### config.mk
export PLATFORM = sky130hd
export DESIGN_NAME = mem_port_arbiter
export DESIGN_NICKNAME = d
export VERILOG_FILES = /design/src/rtl/mem_port_arbiter.sv
export SDC_FILE = /design/constraint.sdc
export NUM_CORES = 1
export LEC_CHECK = 0
export CAP_MARGIN = 20
export CORE_AREA = 2 2 110 112
export DETAILED_ROUTE_END_ITERATION = 8
export DIE_AREA = 0 0 112 114
export GPL_TIMING_DRIVEN = 1
export PLACE_DENSITY = 0.57
export SLEW_MARGIN = 20
export SYNTH_ARGS = -nofsm -noshare
export SYNTH_HDL_FRONTEND = slang
export SYNTH_SLANG_ARGS = --single-unit
### constraint.sdc
create_clock -name clk_i -period 3 [get_ports clk_i]
set_input_delay 0.3 -clock clk_i [delete_from_list [all_inputs] [get_ports clk_i]]
set_output_delay 0.3 -clock clk_i [all_outputs]
set_load 0.01 [all_outputs]
### src/rtl/mem_port_arbiter.sv
// Shares one memory port between fetch and mem-stage requesters with a single
// outstanding transaction, fixed data priority and a fetch starvation counter.
module mem_port_arbiter #(
    parameter int unsigned STARVE_LIMIT = 4,
    parameter int unsigned CNT_W        = 4
) (
    input  logic        clk_i,
    input  logic        rstn_i,
    input  logic        if_req_i,
    input  logic [31:0] if_addr_i,
    input  logic        if_flush_i,
    output logic        if_gnt_o,
    output logic        if_rvalid_o,
    output logic [31:0] if_rdata_o,
    input  logic        dm_req_i,
    input  logic [31:0] dm_addr_i,
    input  logic        dm_we_i,
    input  logic [3:0]  dm_be_i,
    input  logic [31:0] dm_wdata_i,
    output logic        dm_gnt_o,
    output logic        dm_rvalid_o,
    output logic [31:0] dm_rdata_o,
    output logic        mem_req_o,
    output logic [31:0] mem_addr_o,
    output logic        mem_we_o,
    output logic [3:0]  mem_be_o,
    output logic [31:0] mem_wdata_o,
    input  logic        mem_gnt_i,
    input  logic        mem_rvalid_i,
    input  logic [31:0] mem_rdata_i,
    output logic        busy_o,
    output logic        err_o
);

    typedef enum logic {IDLE, WAIT_RSP} state_t;
    typedef enum logic {OWN_DM, OWN_IF} owner_t;

    state_t           state, state_next;
    owner_t           owner;
    logic [CNT_W-1:0] starve_cnt;
    logic             drop;
    logic             dm_first, pick_if, pick_dm, issue;

    always_comb begin
        dm_first    = dm_req_i && (starve_cnt < CNT_W'(STARVE_LIMIT));
        pick_if     = if_req_i && !dm_first;
        pick_dm     = dm_req_i && !pick_if;
        // Requests are masked while reset is held so every output reads 0.
        issue       = rstn_i && (state == IDLE) && (if_req_i || dm_req_i);

        state_next  = state;
        mem_req_o   = 1'b0;
        mem_addr_o  = '0;
        mem_we_o    = 1'b0;
        mem_be_o    = '0;
        mem_wdata_o = '0;
        if_gnt_o    = 1'b0;
        dm_gnt_o    = 1'b0;
        if_rvalid_o = 1'b0;
        if_rdata_o  = '0;
        dm_rvalid_o = 1'b0;
        dm_rdata_o  = '0;
        busy_o      = (state == WAIT_RSP);

        if (issue) begin
            mem_req_o = 1'b1;
            if (pick_if) begin
                mem_addr_o = if_addr_i;
                mem_be_o   = '1;
                if_gnt_o   = mem_gnt_i;
            end else begin
                mem_addr_o  = dm_addr_i;
                mem_we_o    = dm_we_i;
                mem_be_o    = dm_be_i;
                mem_wdata_o = dm_wdata_i;
                dm_gnt_o    = mem_gnt_i;
            end
            if (mem_gnt_i) state_next = WAIT_RSP;
        end

        if (state == WAIT_RSP && mem_rvalid_i) begin
            state_next = IDLE;
            if (owner == OWN_DM) begin
                dm_rvalid_o = 1'b1;
                dm_rdata_o  = mem_rdata_i;
            end else if (!drop && !if_flush_i) begin
                if_rvalid_o = 1'b1;
                if_rdata_o  = mem_rdata_i;
            end
        end
    end

    always_ff @(posedge clk_i or negedge rstn_i) begin
        if (!rstn_i) begin
            state      <= IDLE;
            owner      <= OWN_DM;
            starve_cnt <= '0;
            drop       <= 1'b0;
            err_o      <= 1'b0;
        end else begin
            state <= state_next;
            if (state == IDLE) begin
                if (mem_rvalid_i) err_o <= 1'b1;
                if (issue && mem_gnt_i) begin
                    owner <= pick_if ? OWN_IF : OWN_DM;
                    drop  <= pick_if && if_flush_i;
                end
                if (if_gnt_o)
                    starve_cnt <= '0;
                else if (if_req_i && starve_cnt != '1)
                    starve_cnt <= starve_cnt + 1'b1;
            end else if (mem_rvalid_i) begin
                drop <= 1'b0;
            end else if (owner == OWN_IF && if_flush_i) begin
                drop <= 1'b1;
            end
        end
    end

endmodule
Word level (Yosys, flattened, before mapping)
Index checks and enable logic that the tools add are counted.

Memories: 0. Register bits: 8. Logic and storage cells: 66. Bits in writable memories: 0. Bits in read-only memories: 0. Output and inout port bits: 140. Input bits: 140. Bits in latches: 0.

Multiplexer cells: 33. Add/subtract/negate cells: 1. Multiply operators: 0. $lt $le $gt $ge: 1. Divide/modulo/power cells: 0. Shift-type cells: 0. Eq/ne operators: 2. Bitwise operators: 1. Reductions and logical operators: 23.

Operator list (number): two-way mux 32 bit (9); two-way mux 1 bit (20); two-way mux 4 bit (4); logical AND 1 bit (10); AND reduction 2 bit (5); nonzero test 2 bit (4); adder 4 x 1 -> 4 bit (second input constant) (1); < comparator 4 x 3 -> 1 bit (second input constant) (1); inequality test 4 bit (second input constant) (1); zero test 1 bit (3); inequality test 3 x 2 -> 1 bit (second input constant) (1); logical OR 1 bit (1); inverter 1 bit (1).

Logic depth before layout (Yosys ltp)
Depth in word-level cells: 8. Gate-level depth with buffers: 6. Depth with buffers taken out: 5.

Worst setup path after synthesis
No wires, ideal clock.

Path type: flip-flop to output port. Start: reg starve_cnt[3]. End: out dm_gnt_o. Arrival: 1414 ps. Cell stages (with the launch flop): 6. Path slack: 1286 ps. Path buffers: 2. Cells stage by stage: dfrtp_1 or3b_1 and2_1 buf_6 buf_6 nor2_1.

Longest elaborated chain between the ends: 6.

RTL lines: start, declared (RTL line 40) `logic [CNT_W-1:0] starve_cnt;`; start signal, assigned (RTL line 111) `starve_cnt <= starve_cnt + 1'b1;`; < comparator 4 x 3 -> 1 bit (RTL line 45) `dm_first = dm_req_i && (starve_cnt < CNT_W'(STARVE_LIMIT));`; logical AND 1 bit (RTL line 45); zero test 1 bit (RTL line 46) `pick_if = if_req_i && !dm_first;`; logical AND 1 bit (RTL line 46); two-way mux 1 bit (RTL line 67) `if (pick_if) begin`; two-way mux 1 bit (RTL line 65) `if (issue) begin`; end, declared (RTL line 20) `output logic dm_gnt_o,`.

Every way passes these cells.

Final worst setup path
Start: in rstn_i. End: out mem_wdata_o[28].

Longest elaborated chain between the ends: 3.

RTL lines: start, declared (RTL line 8) `input logic rstn_i,`; logical AND 1 bit (2 in a row) (RTL line 49) `issue = rstn_i && (state == IDLE) && (if_req_i || dm_req_i);`; two-way mux 32 bit (RTL line 65); end, declared (RTL line 27) `output logic [31:0] mem_wdata_o,`.

Every way passes these cells.

==> metrics.md <==
| Metric | Value |
|---|---|
| Layout Utilization | `0.396` |
| Core Area | `11700 um2` |
| CTS sink count | `8` |
| Mapped Avg Cell Area | `5.98 um2` |
| Actual slew at the worst max-slew pin | `829 ps` |
| Fmax achieved | `355 MHz` |
| Antenna violations before repair | `0` |
| Setup crit end kind | `output pin` |
| Crit path cell chain | `clkdlybuf4s50_1, nor2b_1, and3_1, and2_1, clkdlybuf4s50_1` |
| Largest stage delay, worst path | `740 ps` |
| Most frequent cells in the layout | `279 x clkdlybuf4s50_1, 98 x and2_1, 70 x nand2_1` |
| Combinational share of power | `0.622` |
| Bufs on Longest Clock Path | `2` |
| # hold bufs at CTS | `0` |
| Non-filler cells, final | `688` |
| Post-CTS setup buffer count | `0` |
| Most common cell after layout, fill and taps aside | `clkdlybuf4s50_1` |
| Cts repair resizes | `0` |
| CP Class | `in2out` |
| Most common cell on crit path | `clkdlybuf4s50_1` |
| Die ar. | `12800 um2` |
| First-pass GRT wire length | `13900 um` |
| Slowest CP cell | `and3_1` |
| Syn Inst Count | `272` |
| PD cells | `229 nW/um2` |
| Sequential group share of total power | `0.169` |
| GP Congestion | `0.761` |
| Die W | `112 um` |
| Met2 usage | `0.255` |
| CTS tree | `done` |
| Die H | `114 um` |
| Final net count | `684` |
| Sw Share | `0.330` |
| Max cap viols | `0` |
| Fin crit share | `0.938` |
| Critical Path RT | `2700 ps` |
| Grt total ovfl | `0` |
| DRT Wirelength | `9300 um` |
| Crit-path max FO | `33` |
| Drt drc | `0` |
| Int Pwr | `711 uW` |
| Max IR drop VDD | `226 uV` |
| Yosys Warn Count | `0` |
| Post-synthesis sequential area ratio | `0.123` |
| Crit-path leading delay family | `simple AND/OR/NAND/NOR gates` |
| FILL cells | `1219` |
| Drt wl/cell | `13.5 um` |
| Synthesized area | `1630 um2` |
| Mapped Nets | `413` |
| M3 GR Usage | `0.0441` |
| Detail Route Antenna Nets | `0` |
| Status | `completed` |
| RSZ-0062 raised after global routing | `no` |
| H-tree levels | `1` |
| I/O Buffers | `279` |
| Main area contributors after synthesis | `and2_1 38%, nand2_1 16%, dfrtp_1 12%, a21oi_1 11%, buf_6 2.8%` |
| Placed cell count | `685` |
| Vias in the first global route | `2793` |
| Worst skew pair latency | `230 ps` |
| Setup TNS Final | `0 ps` |
| Root buf cell | `clkbuf_16` |
| Via count | `2749` |
| Layout cell share with drive strength beyond 1 | `0.0296` |
| Critical Path AT | `2510 ps` |
| LEAKAGE | `0.00181 uW` |
| Power Total | `1060 uW` |
| Yosys top cell area share | `0.377` |
| Switching pwr | `350 uW` |
| GRT Util Overall | `0.133` |
| Buf+Inv Stages, Crit Path | `2` |
| Post-DP HPWL | `7550 um` |
| Vias per cell | `4.00` |
| Final Hold Viols | `0` |
| CTS buffer count | `3` |
| Initial core utilization | `0.139` |
| GRT met1 Usage | `0.145` |
| Fin. max-slew vios | `0` |
| Area leader, netlist | `and2_1` |
| Rel. slew slack | `0.447` |
| Diodes inserted | `0` |
| Worst-path clk slew | `40 ps` |
| Setup violations, final | `0` |
| Clock share of power | `0.209` |
| Largest net degree at the start of global routing | `34` |
| Synth-to-layout area growth | `185%` |
| Hold WC Path Type | `in2async` |
| Row count | `40` |
| # IOs | `280` |
| Type of origin of the critical path | `primary input` |
| 1st-iter DRT viols | `167` |
| Hold slack | `383 ps` |
| Global routing's busiest layer | `met2` |
| Final Skew | `0.476 ps` |
| TritonRoute pass-1 iters | `4` |
| #FFs+latches synth | `8` |
| Final min period | `2810 ps` |
| Post-synth cell types | `27` |
final timing paths:
| path | from | endpoint | slack [ps] | depth (start not counted) |
|---|---|---|---|---|
| max | rstn_i | mem_wdata_o[28] | 190 | 5 |
| min | rstn_i | err_o | 380 | 2 |
| max reg2reg | starve_cnt[3] | starve_cnt[0] | 1490 | 4 |
| min reg2reg | err_o | err_o | 470 | 1 |
| max in group asynchronous | rstn_i | starve_cnt[1] | 2480 | 2 |
| min in group clk_i | err_o | err_o | 470 | 1 |
power by group through the flow:
stage / Clock [uW] / Combinational, uW / Sequential [uW]
5_1_grt: 235 / 724 / 188
6_report: 222 / 660 / 179
3_3_place_gp: 0 / 661 / 177
4_1_cts: 225 / 670 / 179
3_5_place_dp: 0 / 665 / 180
2_1_floorplan: 0 / 269 / 170
final cells by class:
class / count / area, um2 / share of cell area
clock buffer: 3 / 75.1 / 0.0162
inverter: 4 / 15.0 / 0.00324
multi-input combinational: 240 / 1290 / 0.279
sequential: 8 / 200 / 0.0432
tap: 147 / 184 / 0.0397
timing repair buffer: 286 / 2870 / 0.619
through the flow:
step	instance area [um2]	setup slack (ps)
2_1_floorplan	1630	1290
3_3_place_gp	4560	227
3_5_place_dp	4560	189
4_1_cts	4640	181
5_1_grt	4640	6.35
6_report	4640	186
Yosys cell counts, drive strengths merged:
cell type   n
a21o        2
nand3       2
and3        2
dfrtp       8
nand4b      1
a32o        1
a21oi      35
nor4b       1
nand3b      1
or3b        1
nand2b      1
nand4       2
a31oi       1
clkbuf     11
buf         9
nor2b       1
and2       98
o21ai       8
nor2       11
nor3        1
inv         4
ha          1
nand2      70
kinds of logic after synthesis:
logic type / count (synthesis) / share of synthesized area
simple gates: 192 / 0.633
compound gates: 47 / 0.154
buf+inv: 24 / 0.0824
flops: 8 / 0.123
fa+ha+maj: 1 / 0.00770
routing by layer:
metal,share of wire,up-vias
li1,-,1411
met1,0.39,1191
met2,0.51,143
met3,0.095,4
met4,0.0047,0
met5,0,-
state kept, by name, indices dropped and copies added, names as in the netlist:
name,flops
busy_o,1
starve_cnt,4
err_o,1
owner,1
drop,1
Note: power is estimated with default switching activity, not from simulation.
